--- config.mk ---
export PLATFORM = sky130hd
export DESIGN_NAME = branch_resolver_flat
export DESIGN_NICKNAME = d
export VERILOG_FILES = /design/src/rtl/branch_resolver_pkg.sv /design/src/rtl/branch_resolver_if.sv /design/src/rtl/branch_resolver_cond_eval.sv /design/src/rtl/branch_resolver.sv /design/src/flat_wrapper.sv
export SDC_FILE = /design/constraint.sdc
export NUM_CORES = 1
export LEC_CHECK = 0
export CORE_MARGIN = 2
export CORE_UTILIZATION = 47
export CTS_BUF_LIST = sky130_fd_sc_hd__clkbuf_16
export DETAILED_ROUTE_END_ITERATION = 16
export HOLD_SLACK_MARGIN = 0.06
export PLACE_DENSITY = 0.9
export SKIP_LAST_GASP = 1
export SYNTH_ARGS = -nofsm -noshare
export SYNTH_HDL_FRONTEND = slang
export SYNTH_SLANG_ARGS = --single-unit
--- constraint.sdc ---
create_clock -name CLK -period 5.5 [get_ports CLK]
set_input_delay 0.825 -clock CLK [delete_from_list [all_inputs] [get_ports CLK]]
set_output_delay 0.825 -clock CLK [all_outputs]
set_load 0.01 [all_outputs]
--- src/rtl/branch_resolver_pkg.sv ---
// Shared control-flow definitions: branch condition codes, resolver FSM states, control-transfer type.
package branch_resolver_pkg;

    localparam logic [2:0] BEQ  = 3'b000;
    localparam logic [2:0] BNE  = 3'b001;
    localparam logic [2:0] BLT  = 3'b100;
    localparam logic [2:0] BGE  = 3'b101;
    localparam logic [2:0] BLTU = 3'b110;
    localparam logic [2:0] BGEU = 3'b111;

    typedef enum logic {
        IDLE  = 1'b0,
        FLUSH = 1'b1
    } br_state_t;

    typedef enum logic [1:0] {
        CT_NONE   = 2'd0,
        CT_BRANCH = 2'd1,
        CT_JAL    = 2'd2,
        CT_JALR   = 2'd3
    } ctrl_type_t;

    // Anything other than exactly one type bit is not a control transfer.
    function automatic ctrl_type_t decode_ctrl(input logic is_b, input logic is_j, input logic is_jr);
        case ({is_b, is_j, is_jr})
            3'b100:  return CT_BRANCH;
            3'b010:  return CT_JAL;
            3'b001:  return CT_JALR;
            default: return CT_NONE;
        endcase
    endfunction

endpackage

--- src/rtl/branch_resolver_if.sv ---
// Execute-stage control-flow bus: instruction/flags in, redirect/flush/statistics out.
interface branch_resolver_if #(
    parameter int CNT_W = 32
);
    logic             ex_valid;
    logic             ex_stall;
    logic             is_branch;
    logic             is_jal;
    logic             is_jalr;
    logic [2:0]       funct3;
    logic             br_eq;
    logic             br_lt;
    logic             br_ltu;
    logic [31:0]      branch_target;
    logic [31:0]      jal_target;
    logic [31:0]      jalr_target;
    logic             redirect_valid;
    logic [31:0]      redirect_pc;
    logic             flush_out;
    logic             illegal_br;
    logic [CNT_W-1:0] branch_cnt;
    logic [CNT_W-1:0] taken_cnt;

    modport master (
        output ex_valid, ex_stall, is_branch, is_jal, is_jalr, funct3,
               br_eq, br_lt, br_ltu, branch_target, jal_target, jalr_target,
        input  redirect_valid, redirect_pc, flush_out, illegal_br, branch_cnt, taken_cnt
    );

    modport slave (
        input  ex_valid, ex_stall, is_branch, is_jal, is_jalr, funct3,
               br_eq, br_lt, br_ltu, branch_target, jal_target, jalr_target,
        output redirect_valid, redirect_pc, flush_out, illegal_br, branch_cnt, taken_cnt
    );
endinterface

--- src/rtl/branch_resolver_cond_eval.sv ---
// Branch condition decode: funct3 + compare flags -> taken / reserved-code flag.
// Latency: combinational. Backpressure: none.
module branch_cond_eval
    import branch_resolver_pkg::*;
(
    input  logic [2:0] i_funct3,
    input  logic       i_br_eq,
    input  logic       i_br_lt,
    input  logic       i_br_ltu,
    output logic       o_taken,
    output logic       o_illegal
);
    always_comb begin
        o_taken   = 1'b0;
        o_illegal = 1'b0;
        case (i_funct3)
            BEQ:     o_taken   = i_br_eq;
            BNE:     o_taken   = ~i_br_eq;
            BLT:     o_taken   = i_br_lt;
            BGE:     o_taken   = ~i_br_lt;
            BLTU:    o_taken   = i_br_ltu;
            BGEU:    o_taken   = ~i_br_ltu;
            default: o_illegal = 1'b1;
        endcase
    end
endmodule

--- src/rtl/branch_resolver.sv ---
// Resolves Execute-stage branches/jumps against static not-taken prediction; registered redirect + timed IF/ID flush.
// Latency: 1 cycle accept->redirect. Backpressure: ex_stall freezes FSM, flush counter and statistics.
module branch_resolver
    import branch_resolver_pkg::*;
#(
    parameter int FLUSH_CYCLES = 2,
    parameter int CNT_W        = 32
) (
    input  logic               CLK,
    input  logic               RST,
    branch_resolver_if.slave   bus
);
    localparam int FC_W = $clog2(FLUSH_CYCLES + 1);

    br_state_t        r_state, w_state_nxt;
    logic [FC_W-1:0]  r_fcnt, w_fcnt_nxt;
    ctrl_type_t       w_ctype;
    logic             w_cond_taken, w_cond_illegal;
    logic             w_accept, w_taken, w_illegal;
    logic [31:0]      w_target;

    logic             r_redirect_vld;
    logic [31:0]      r_redirect_pc;
    logic             r_flush;
    logic             r_illegal;
    logic [CNT_W-1:0] r_branch_cnt;
    logic [CNT_W-1:0] r_taken_cnt;

    branch_cond_eval u_cond (
        .i_funct3  (bus.funct3),
        .i_br_eq   (bus.br_eq),
        .i_br_lt   (bus.br_lt),
        .i_br_ltu  (bus.br_ltu),
        .o_taken   (w_cond_taken),
        .o_illegal (w_cond_illegal)
    );

    assign w_ctype   = decode_ctrl(bus.is_branch, bus.is_jal, bus.is_jalr);
    // Instructions seen while flushing are wrong-path and never accepted.
    assign w_accept  = bus.ex_valid & ~bus.ex_stall & (r_state == IDLE) & (w_ctype != CT_NONE);
    assign w_taken   = w_accept & ((w_ctype != CT_BRANCH) | w_cond_taken);
    assign w_illegal = w_accept & (w_ctype == CT_BRANCH) & w_cond_illegal;

    always_comb begin
        w_target = bus.branch_target;
        case (w_ctype)
            CT_JAL:  w_target = bus.jal_target;
            CT_JALR: w_target = bus.jalr_target & ~32'd1;
            default: w_target = bus.branch_target;
        endcase
    end

    always_comb begin
        w_state_nxt = r_state;
        w_fcnt_nxt  = r_fcnt;
        case (r_state)
            IDLE: begin
                if (w_taken) begin
                    w_state_nxt = FLUSH;
                    w_fcnt_nxt  = FC_W'(FLUSH_CYCLES);
                end
            end
            FLUSH: begin
                if (!bus.ex_stall) begin
                    w_fcnt_nxt = r_fcnt - FC_W'(1);
                    if (r_fcnt == FC_W'(1)) begin
                        w_state_nxt = IDLE;
                    end
                end
            end
            default: w_state_nxt = IDLE;
        endcase
    end

    always_ff @(posedge CLK) begin
        if (RST) begin
            r_state        <= IDLE;
            r_fcnt         <= '0;
            r_redirect_vld <= 1'b0;
            r_redirect_pc  <= '0;
            r_flush        <= 1'b0;
            r_illegal      <= 1'b0;
            r_branch_cnt   <= '0;
            r_taken_cnt    <= '0;
        end else begin
            r_state        <= w_state_nxt;
            r_fcnt         <= w_fcnt_nxt;
            r_redirect_vld <= w_taken;
            r_flush        <= (w_state_nxt == FLUSH);
            r_illegal      <= w_illegal;
            if (w_taken) begin
                r_redirect_pc <= w_target;
                r_taken_cnt   <= r_taken_cnt + CNT_W'(1);
            end
            if (w_accept && (w_ctype == CT_BRANCH)) begin
                r_branch_cnt <= r_branch_cnt + CNT_W'(1);
            end
        end
    end

    assign bus.redirect_valid = r_redirect_vld;
    assign bus.redirect_pc    = r_redirect_pc;
    assign bus.flush_out      = r_flush;
    assign bus.illegal_br     = r_illegal;
    assign bus.branch_cnt     = r_branch_cnt;
    assign bus.taken_cnt      = r_taken_cnt;
endmodule

--- src/flat_wrapper.sv ---
// flat-port wrapper written by rule: the top's interface ports become plain ports
module branch_resolver_flat import branch_resolver_pkg::*;
#(
    parameter int FLUSH_CYCLES = 2,
    parameter int CNT_W        = 32
)
  (CLK, RST, bus_ex_valid, bus_ex_stall, bus_is_branch, bus_is_jal, bus_is_jalr, bus_funct3, bus_br_eq, bus_br_lt, bus_br_ltu, bus_branch_target, bus_jal_target, bus_jalr_target, bus_redirect_valid, bus_redirect_pc, bus_flush_out, bus_illegal_br, bus_branch_cnt, bus_taken_cnt);
  branch_resolver_if #(.CNT_W(CNT_W)) bus_i ();
  input  logic CLK;
  input  logic RST;
  input wire logic [$bits(bus_i.ex_valid)-1:0] bus_ex_valid;
  input wire logic [$bits(bus_i.ex_stall)-1:0] bus_ex_stall;
  input wire logic [$bits(bus_i.is_branch)-1:0] bus_is_branch;
  input wire logic [$bits(bus_i.is_jal)-1:0] bus_is_jal;
  input wire logic [$bits(bus_i.is_jalr)-1:0] bus_is_jalr;
  input wire logic [$bits(bus_i.funct3)-1:0] bus_funct3;
  input wire logic [$bits(bus_i.br_eq)-1:0] bus_br_eq;
  input wire logic [$bits(bus_i.br_lt)-1:0] bus_br_lt;
  input wire logic [$bits(bus_i.br_ltu)-1:0] bus_br_ltu;
  input wire logic [$bits(bus_i.branch_target)-1:0] bus_branch_target;
  input wire logic [$bits(bus_i.jal_target)-1:0] bus_jal_target;
  input wire logic [$bits(bus_i.jalr_target)-1:0] bus_jalr_target;
  output wire logic [$bits(bus_i.redirect_valid)-1:0] bus_redirect_valid;
  output wire logic [$bits(bus_i.redirect_pc)-1:0] bus_redirect_pc;
  output wire logic [$bits(bus_i.flush_out)-1:0] bus_flush_out;
  output wire logic [$bits(bus_i.illegal_br)-1:0] bus_illegal_br;
  output wire logic [$bits(bus_i.branch_cnt)-1:0] bus_branch_cnt;
  output wire logic [$bits(bus_i.taken_cnt)-1:0] bus_taken_cnt;
  assign bus_i.ex_valid = bus_ex_valid;
  assign bus_i.ex_stall = bus_ex_stall;
  assign bus_i.is_branch = bus_is_branch;
  assign bus_i.is_jal = bus_is_jal;
  assign bus_i.is_jalr = bus_is_jalr;
  assign bus_i.funct3 = bus_funct3;
  assign bus_i.br_eq = bus_br_eq;
  assign bus_i.br_lt = bus_br_lt;
  assign bus_i.br_ltu = bus_br_ltu;
  assign bus_i.branch_target = bus_branch_target;
  assign bus_i.jal_target = bus_jal_target;
  assign bus_i.jalr_target = bus_jalr_target;
  assign bus_redirect_valid = bus_i.redirect_valid;
  assign bus_redirect_pc = bus_i.redirect_pc;
  assign bus_flush_out = bus_i.flush_out;
  assign bus_illegal_br = bus_i.illegal_br;
  assign bus_branch_cnt = bus_i.branch_cnt;
  assign bus_taken_cnt = bus_i.taken_cnt;
  branch_resolver #(.FLUSH_CYCLES(FLUSH_CYCLES), .CNT_W(CNT_W)) u_core (.CLK(CLK), .RST(RST), .bus(bus_i));
endmodule
==> results of run 1 <==
cells in the mapped netlist, types with 2 or more instances:
cell	number	area, sq um
or3_1	9	56.3
mux2_2	17	191
o211ai_1	31	233
or4_1	9	67.6
nand4_1	15	93.8
nand2_1	89	334
o21ai_0	10	50.1
nor3b_2	2	25.0
nor2b_1	16	100
clkbuf_1	31	116
inv_1	12	45.0
buf_1	3	11.3
nor2_1	55	206
o31ai_1	8	60.1
xnor2_1	23	201
or2_2	2	12.5
ha_1	3	37.5
nand3_1	25	125
o22ai_1	32	200
xor2_1	8	70.1
nand2b_1	4	25.0
nor3_1	17	85.1
nor4_1	17	106
dfxtp_1	101	2020
and4_1	7	61.3
a21oi_1	52	260
and3_1	10	62.6
and2_1	3	18.8
buf_2	12	60.1
through the flow:
stage	cells	setup WS (ns)	hold slack (ns)	utilization (%)	power (uW)
after global routing	957	2.06	0.466	69.8	1670
after CTS	957	2.25	0.453	69.8	1620
after floorplan	639	2.99	0.451	-	836
after detailed placement	941	1.90	0.445	66.8	944
after global placement	941	2.01	0.438	66.8	940
final	957	2.23	0.451	69.8	1610
metal layers:
metal	global-route usage (%)	part of all wire (%)	vias to the layer above
li1	-	-	2648
met1	30.6	40	2548
met2	46.2	50	216
met3	6.03	6.5	36
met4	9.80	2.6	0
met5	0	0	-
cell usage in the layout (no fill, tap or decap), drive strengths merged, types with 9 or more instances in the layout:
cell type	netlist	final
clkbuf	31	9
dfxtp	101	101
o22ai	32	32
mux2	17	17
nor3	18	18
xnor2	23	23
or4	9	9
inv	12	14
nor4	17	17
o211ai	32	32
a21oi	52	52
or3	9	9
clkdlybuf4s50	0	205
nand4	16	16
o21ai	11	11
nor2b	16	16
nor2	55	55
nand2	89	89
nand3	25	25
and3	10	10
flip-flops by register name, summed over array words and instances (netlist names):
signal,flops
u_core.bus.branch_cnt,32
u_core.bus.illegal_br,1
u_core.r_fcnt,2
u_core.bus.redirect_pc,32
u_core.bus.redirect_valid,1
u_core.r_state,1
u_core.bus.taken_cnt,32
worst max path at each step:
| stage | slack [ns] | end | cells past startpoint | from |
|---|---|---|---|---|
| after floorplan | 2.99 | u_core.bus.taken_cnt[30]$_SDFFE_PP0P_ | 7 | bus_is_jalr |
| after global placement | 2.01 | u_core.bus.taken_cnt[22]$_SDFFE_PP0P_ | 7 | bus_is_jalr |
| after detailed placement | 1.90 | u_core.bus.taken_cnt[28]$_SDFFE_PP0P_ | 7 | bus_is_jal |
| after CTS | 2.25 | u_core.bus.taken_cnt[28]$_SDFFE_PP0P_ | 7 | bus_is_jalr |
| after global routing | 2.06 | u_core.bus.taken_cnt[21]$_SDFFE_PP0P_ | 7 | bus_is_jalr |
| final | 2.23 | u_core.bus.taken_cnt[28]$_SDFFE_PP0P_ | 7 | bus_is_jalr |
power by group through the flow:
stage,registers [uW],logic [uW],clock network (uW)
4_1_cts,743,185,693
3_5_place_dp,760,184,0
6_report,743,185,677
3_3_place_gp,760,180,0
2_1_floorplan,763,73.1,0
5_1_grt,744,199,724
worst max-delay path, stage by stage:
cell	delay [ns]
clkdlybuf4s50_1	0.54
xnor2_1	0.39
o32ai_2	0.18
o211ai_4	0.70
buf_4	0.42
nor4_1	0.12
mux2_2	0.30
layout make-up:
cell class / instances / area share (%)
Sequential cell: 101 / 27.0
Inverter: 12 / 0.600
Clock buffer: 9 / 3.00
Multi-Input combinational cell: 479 / 38.1
Tap cell: 140 / 2.33
Clock inverter: 7 / 1.28
Timing Repair Buffer: 209 / 27.8
cells by family after synthesis:
logic type	count (synthesis)	synth area share, %
AND/OR/NAND/NOR	285	28.1
buffers and inverters	59	4.77
multiplexers	18	3.93
AO/OA/AOI/OAI	142	17.6
flip-flops	101	39.5
XOR/XNOR	31	5.30
adder cells (fa/ha/maj)	3	0.733
==> results.sh, run 1 <==
export IMPL_status="complete, no violations"
export IMPL_drc_errors=0
export IMPL_ant_nets=0
export IMPL_maxSlewHeadroom_pct=12.9
export IMPL_grt_pass1_vias=5165
export IMPL_wl_per_cell_microns=16.2
export IMPL_cp_max_fo=30
export IMPL_finalHoldViolations=0
export IMPL_required_ns=5.71
export IMPL_ys_seq_area_share_pct=39.5
export IMPL_synth_warning_count=0
export IMPL_nets=924
export IMPL_multi_input_area_sq_um=2860
export IMPL_rsz0062_at_grt="no"
export IMPL_start_util_pct=47.6
export IMPL_netSwitchingFraction_pct=22.6
export IMPL_finalMaxSlewViolations=0
export IMPL_synth_fp_nets=751
export IMPL_drtPass1Iterations=5
export IMPL_synth_distinct_cells=45
export IMPL_cts_resized_gates=0
export IMPL_core_sq_um=10700
export IMPL_cp_arrival_ns=3.48
export IMPL_insertion_delay_ns=0.33
export IMPL_dieWidth_microns=108
export IMPL_synth_edff_count=0
export IMPL_dr_total_vias=5448
export IMPL_syn_instance_count=639
export IMPL_synth_flop_cell="dfxtp_1"
export IMPL_place_area_sq_um=7180
export IMPL_max_freq_mhz=306
export IMPL_grt_util_all_layers_pct=26.1
export IMPL_syn_to_final_growth_pct=46.5
export IMPL_ir_drop_mv=0.213
export IMPL_worstHoldPathType="reg2reg"
export IMPL_worst_pin_slew_ns=1.31
export IMPL_min_to="u_core.bus.redirect_pc[16]$_SDFFE_PP0P_"
export IMPL_grt_antenna_before_repair=0
export IMPL_drive_gt1_share_pct=6.00
export IMPL_fin_area_sq_um=7500
export IMPL_rows=38
export IMPL_fp_dieArea_sq_um=11700
export IMPL_grt_overflow=0
export IMPL_clkPwrFrac_pct=42.2
export IMPL_hold_depth=2
export IMPL_htree_levels=3
export IMPL_cts_reportedPaths_clkPinSlew_ns=0.07
export IMPL_die_y_microns=108
export IMPL_worstSetupPathType="in2reg"
export IMPL_grt_max_degree=119
export IMPL_antenna_cells=0
export IMPL_clk_path_buf_depth=2
export IMPL_seqPwrFrac_pct=46.3
export IMPL_rr_endpoint="u_core.bus.taken_cnt[31]$_SDFFE_PP0P_"
export IMPL_post_route_min_period_ns=3.27
export IMPL_p_int_uw=1240
export IMPL_r2r_start="u_core.r_state$_SDFF_PP0_"
export IMPL_routed_wl_microns=15500
export IMPL_p_comb_share_pct=11.5
export IMPL_p_leak_uw=0.00243
export IMPL_cp_start_kind="input port"
export IMPL_clock_sinks=101
export IMPL_ys_ff_latch=101
export IMPL_viasPerCell=5.69
export IMPL_synthArstFlopShare_pct=0
export IMPL_crit_path_end_kind="flop"
export IMPL_clockRootBuffer="clkbuf_16"
export IMPL_maxCapViolCount=0
export IMPL_gp_congestion=0.885
export IMPL_cts_buffers=9
export IMPL_port_buffers=206
export IMPL_fin_crit_sh_pct=59.5
export IMPL_cts_tree="built"
export IMPL_grt_first_pass_wirelength_microns=24800
export IMPL_ctsHoldBuffers=0
export IMPL_regArea_sq_um=2020
export IMPL_syn_mean_instance_area_sq_um=8.01
export IMPL_p_sw_uw=363
export IMPL_tns_ns=0
export IMPL_postCtsSetupRepairBufs=0
export IMPL_drtIter0Drc=407
export IMPL_final_setup_viol_count=0
export IMPL_io_pins=208
export IMPL_p_per_area_nw_per_um2=214
export IMPL_post_dp_hpwl_microns=11600
export IMPL_fin_skew_ns=0.00797
export IMPL_r2r_slack_ns=2.98
export IMPL_hold_start="u_core.bus.redirect_pc[16]$_SDFFE_PP0P_"
export IMPL_rr_worst_depth=5
export IMPL_fillers=874
export IMPL_synth_area_sq_um=5120
No activity file was read; power rests on OpenSTA's default activity.
==> run 2, diff against run 1 <==
Settings changed: CORE_UTILIZATION 47 to 44, PLACE_DENSITY 0.9 to 0.86.
Clock period 5.5 ns to 3.2 ns, I/O delays scaled along.
==> run 2 against run 1 <==
First-iteration DRC count grew 5.9%. Via count shrank 0.15%. Die area up 6.6%. Core utilization fell by 3.3 points. Sequential power grew 72%. Total power rose by 71%. Sequential cell count stayed put. Clock power is 67% higher. Combinational power increased by 77%. Critical path depth stayed put. Register-to-register slack got worse by 2.1 ns. Sequential share of layout area shrank 0.21 points. Largest power group unchanged.
==> results.sh, run 2 (synthesis gave the netlist of run 1 again) <==
export IMPL_layout_common_cells="clkdlybuf4s50_1, dfxtp_1, nand2_1"
export IMPL_fp_dieArea_sq_um=12500
export IMPL_postCtsSetupRepairBufs=0
export IMPL_worstSetupPathType="in2reg"
export IMPL_fin_area_sq_um=7560
export IMPL_finalMaxSlewViolations=0
export IMPL_clk_path_buf_depth=2
export IMPL_max_stage_delay_ns=0.53
export IMPL_drive_gt1_share_pct=6.55
export IMPL_fin_crit_sh_pct=80.0
export IMPL_power_uw=2740
export IMPL_viasPerCell=5.63
export IMPL_ctsHoldBuffers=0
export IMPL_cp_cell_sequence="clkdlybuf4s50_1 -> or3b_4 -> o21ai_2 -> o211ai_4 -> buf_4 -> or4_1 -> a21oi_1"
export IMPL_drtIter0Drc=431
export IMPL_p_leak_uw=0.00247
export IMPL_worstHoldPathType="reg2reg"
export IMPL_required_ns=3.46
export IMPL_final_setup_worst_slack_ns=0.641
export IMPL_p_per_area_nw_per_um2=362
export IMPL_grt_overflow=0
export IMPL_instances_no_fill=967
export IMPL_routed_wl_microns=15400
export IMPL_place_inst=952
export IMPL_io_pins=208
export IMPL_slowest_stage="clkdlybuf4s50_1"
export IMPL_cts_buffers=9
export IMPL_cp_max_fo=19
export IMPL_dr_total_vias=5440
export IMPL_top_usage_layer="met2"
export IMPL_rows=39
export IMPL_core_sq_um=11400
export IMPL_worst_pin_slew_ns=0.955
export IMPL_cts_reportedPaths_clkPinSlew_ns=0.07
export IMPL_dp_worst_setup_slack_ns=0.305
export IMPL_antenna_cells=0
export IMPL_htree_levels=3
export IMPL_rr_endpoint="u_core.bus.taken_cnt[28]$_SDFFE_PP0P_"
export IMPL_crit_path_start="bus_is_jal"
export IMPL_crit_path_end_kind="flop"
export IMPL_syn_to_final_growth_pct=47.7
export IMPL_wl_per_cell_microns=15.9
export IMPL_grt_util_all_layers_pct=23.9
export IMPL_ir_drop_mv=0.371
export IMPL_ant_nets=0
export IMPL_final_setup_viol_count=0
export IMPL_place_area_sq_um=7260
export IMPL_r2r_start="u_core.bus.taken_cnt[3]$_SDFFE_PP0P_"
export IMPL_fin_skew_ns=0.00814
export IMPL_min_to="u_core.bus.redirect_pc[10]$_SDFFE_PP0P_"
export IMPL_dieWidth_microns=112
export IMPL_final_common_cell="clkdlybuf4s50_1"
export IMPL_rr_worst_depth=4
export IMPL_crit_family="simple AND/OR/NAND/NOR gates"
export IMPL_max_freq_mhz=391
export IMPL_port_buffers=206
export IMPL_met1_usage_pct=28.9
export IMPL_nets=932
export IMPL_tns_ns=0
export IMPL_maxSlewHeadroom_pct=36.3
export IMPL_grt_antenna_before_repair=0
export IMPL_clockRootBuffer="clkbuf_16"
export IMPL_rsz0062_at_grt="no"
export IMPL_drtPass1Iterations=5
export IMPL_cp_arrival_ns=2.82
export IMPL_grt_first_pass_wirelength_microns=24900
export IMPL_cts_tree="built"
export IMPL_grt_max_degree=98
export IMPL_die_y_microns=112
export IMPL_cp_buffers_inverters=2
export IMPL_cp_start_kind="input port"
export IMPL_post_dp_hpwl_microns=11300
export IMPL_clock_sinks=101
export IMPL_grt_util_met3_pct=5.93
export IMPL_r2r_slack_ns=0.87
export IMPL_use_met2_pct=41.2
export IMPL_insertion_delay_ns=0.34
export IMPL_cts_resized_gates=0
export IMPL_status="complete, no violations"
export IMPL_post_route_min_period_ns=2.56
export IMPL_start_util_pct=45.0
export IMPL_drc_errors=0
export IMPL_hold_depth=2
export IMPL_finalHoldViolations=0
export IMPL_hold_start="u_core.bus.redirect_pc[10]$_SDFFE_PP0P_"
export IMPL_maxCapViolCount=0
export IMPL_grt_pass1_vias=5220
export IMPL_gp_congestion=0.855
[run 2: cell count changes in the layout (fill, tap and decap cells not counted), sizes merged]
cell	before	now
buf	4	12
clkinv	1	3
inv	14	12
clkinvlp	2	1
[run 2: worst reg2reg max path: cells and delay by family, from the launching register on]
family	cells	cell delay, ns
muxes	1	0.37
and+or+nand+nor	3	1.41
DFF	1	0.43
[run 2: power by group]
part	switching, uW	total, uW	internal (uW)	leakage [uW]
Clock	461	1130	673	0.000144
Combinational	143	328	185	0.00151
Sequential	7.99	1280	1270	0.000814
Total	612	2740	2130	0.00247
[run 2: worst max-delay path by stage]
stage	endpoint	slack, ns	cells after the start
final	u_core.bus.taken_cnt[5]$_SDFFE_PP0P_	0.64	7
after global routing	u_core.bus.taken_cnt[10]$_SDFFE_PP0P_	0.51	7
after CTS	u_core.bus.taken_cnt[12]$_SDFFE_PP0P_	0.66	7
after detailed placement	u_core.bus.taken_cnt[12]$_SDFFE_PP0P_	0.31	7
after global placement	u_core.bus.taken_cnt[8]$_SDFFE_PP0P_	0.38	7
after floorplan	u_core.bus.taken_cnt[30]$_SDFFE_PP0P_	1.03	7
[run 2: final cells by class]
cell class / instances / area, sq um
clock buffer: 9 / 225
timing repair buffer: 217 / 2150
sequential: 101 / 2020
tap: 143 / 179
fill: 945 / 3810
inverter: 12 / 45.0
multi-input combinational: 479 / 2860
clock inverter: 6 / 78.8
[run 2: metal layers]
layer	part of all wire, %	vias to the layer above
met5	0	-
met1	41	2531
met3	6.3	36
li1	-	2666
met2	50	207
met4	2.7	0
[run 2: stage by stage]
| stage | hold slack, ns | util [%] |
|---|---|---|
| final | 0.453 | 66.5 |
| after detailed placement | 0.445 | 63.8 |
| after floorplan | 0.451 | - |
| after CTS | 0.451 | 66.5 |
| after global routing | 0.472 | 66.5 |
| after global placement | 0.438 | 63.8 |
==> run 3, diff against run 2 <==
Clock period 3.2 ns to 2.6 ns, I/O delays scaled along.
==> run 3 against run 2 <==
Cell area up 1.4%. Sequential share of layout area down 0.37 points. Critical path depth unchanged. Combinational power up 27%. Sequential power up 23%. First-iteration DRC count down 27%. Largest cell class unchanged. Critical path type unchanged.
==> results.sh, run 3 (synthesis gave the netlist of run 1 again) <==
export IMPL_post_route_min_period_ns=2.31
export IMPL_final_common_cell="clkdlybuf4s50_1"
export IMPL_ir_drop_mv=0.335
export IMPL_hold_ws_ns=0.455
export IMPL_htree_levels=3
export IMPL_slowest_stage="clkdlybuf4s50_1"
export IMPL_r2r_start="u_core.bus.branch_cnt[6]$_SDFFE_PP0P_"
export IMPL_fin_area_sq_um=7670
export IMPL_min_to="u_core.bus.redirect_pc[26]$_SDFFE_PP0P_"
export IMPL_insertion_delay_ns=0.34
export IMPL_ctsHoldBuffers=0
export IMPL_grt_antenna_before_repair=0
export IMPL_antenna_cells=0
export IMPL_maxSlewHeadroom_pct=54.6
export IMPL_layout_common_cells="clkdlybuf4s50_1, dfxtp_1, nand2_1"
export IMPL_grt_util_met3_pct=5.17
export IMPL_cp_arrival_ns=2.54
export IMPL_dieWidth_microns=112
export IMPL_wl_per_cell_microns=16.1
export IMPL_use_met2_pct=42.7
export IMPL_post_dp_hpwl_microns=11600
export IMPL_drtPass1Iterations=5
export IMPL_cp_cell_sequence="clkdlybuf4s50_1 -> or3b_4 -> o21ai_2 -> o211ai_4 -> buf_12 -> nor4_1 -> mux2_2"
export IMPL_gp_congestion=0.855
export IMPL_syn_to_final_growth_pct=49.7
export IMPL_grt_pass1_vias=5469
export IMPL_cts_buffers=9
export IMPL_cp_start_kind="input port"
export IMPL_worst_pin_slew_ns=0.681
export IMPL_fin_crit_sh_pct=88.8
export IMPL_ant_nets=0
export IMPL_met1_usage_pct=29.5
export IMPL_p_leak_uw=0.00254
export IMPL_grt_first_pass_wirelength_microns=25700
export IMPL_hold_depth=2
export IMPL_crit_family="simple AND/OR/NAND/NOR gates"
export IMPL_final_setup_viol_count=0
export IMPL_fin_skew_ns=0.00613
export IMPL_crit_path_end_kind="flop"
export IMPL_cts_reportedPaths_clkPinSlew_ns=0.07
export IMPL_start_util_pct=45.0
export IMPL_fin_util_pct=67.4
export IMPL_r2r_slack_ns=0.45
export IMPL_worstHoldPathType="reg2reg"
export IMPL_drive_gt1_share_pct=7.78
export IMPL_grt_overflow=0
export IMPL_finalHoldViolations=0
export IMPL_p_per_area_nw_per_um2=444
export IMPL_cp_max_fo=32
export IMPL_port_buffers=206
export IMPL_drtIter0Drc=313
export IMPL_max_stage_delay_ns=0.54
export IMPL_place_area_sq_um=7360
export IMPL_routed_wl_microns=15800
export IMPL_postCtsSetupRepairBufs=0
export IMPL_io_pins=208
export IMPL_clockRootBuffer="clkbuf_16"
export IMPL_maxCapViolCount=0
export IMPL_viasPerCell=5.63
export IMPL_cts_resized_gates=0
export IMPL_drc_errors=0
export IMPL_tns_ns=0
export IMPL_clock_sinks=101
export IMPL_cp_buffers_inverters=2
export IMPL_rsz0062_at_grt="no"
export IMPL_grt_max_degree=69
export IMPL_dr_total_vias=5506
export IMPL_core_sq_um=11400
export IMPL_worstSetupPathType="in2reg"
export IMPL_die_y_microns=112
export IMPL_rr_endpoint="u_core.bus.branch_cnt[30]$_SDFFE_PP0P_"
export IMPL_grt_util_all_layers_pct=24.7
export IMPL_nets=942
export IMPL_rows=39
export IMPL_top_usage_layer="met2"
export IMPL_finalMaxSlewViolations=0
export IMPL_hold_start="u_core.bus.redirect_pc[26]$_SDFFE_PP0P_"
export IMPL_clk_path_buf_depth=2
export IMPL_required_ns=2.83
export IMPL_status="complete, no violations"
export IMPL_rr_worst_depth=5
export IMPL_max_freq_mhz=433
export IMPL_fp_dieArea_sq_um=12500
export IMPL_cts_tree="built"
## run 3: changes by cell type in the layout (fill, tap and decap cells not counted)
cell,delta
buf_12,+2
buf_4,+8
clkinv_1,-3
clkinv_2,+1
inv_1,+3
## run 3: power breakdown
| part | switching [uW] | internal [uW] |
|---|---|---|
| Sequential | 9.95 | 1560 |
| Clock | 581 | 832 |
| Combinational | 181 | 236 |
## run 3: area by class of cell
cell class                      count  area (sq um)
Timing Repair Buffer              227          2250
Multi-Input combinational cell    479          2860
Clock buffer                        9           225
Fill cell                         927          3700
Clock inverter                      7          83.8
Tap cell                          143           179
Inverter                           12          45.0
Sequential cell                   101          2020
## run 3: worst min-delay path, stage by stage, from the launching register on
cell and delay (ns):
dfxtp_1 0.31, nand2_1 0.05, a21oi_1 0.05
## run 3: worst max-delay path by stage
| stage | from | endpoint | slack [ns] | depth (start not counted) |
|---|---|---|---|---|
| 6_report | bus_is_jalr | u_core.bus.taken_cnt[23]$_SDFFE_PP0P_ | 0.29 | 7 |
| 5_1_grt | bus_is_jalr | u_core.bus.redirect_pc[7]$_SDFFE_PP0P_ | 0.18 | 7 |
| 3_3_place_gp | bus_is_jalr | u_core.bus.taken_cnt[23]$_SDFFE_PP0P_ | 0.02 | 7 |
| 4_1_cts | bus_is_jalr | u_core.bus.taken_cnt[28]$_SDFFE_PP0P_ | 0.30 | 7 |
| 3_5_place_dp | bus_is_jalr | u_core.bus.taken_cnt[28]$_SDFFE_PP0P_ | -0.07 | 7 |
| 2_1_floorplan | bus_is_jalr | u_core.bus.taken_cnt[30]$_SDFFE_PP0P_ | 0.52 | 7 |
## run 3: metrics by stage
stage / cells / total power (uW) / worst slack, ns
5_1_grt: 978 / 3520 / 0.179
2_1_floorplan: 639 / 1770 / 0.524
6_report: 978 / 3400 / 0.292
4_1_cts: 978 / 3430 / 0.297
3_5_place_dp: 962 / 2020 / -0.0699
3_3_place_gp: 962 / 2010 / 0.0178
## run 3: metal layers
| metal | part of all wire, % | up-vias |
|---|---|---|
| met2 | 49 | 211 |
| met4 | 4.0 | 0 |
| met1 | 40 | 2562 |
| li1 | - | 2679 |
| met3 | 6.2 | 54 |
| met5 | 0 | - |
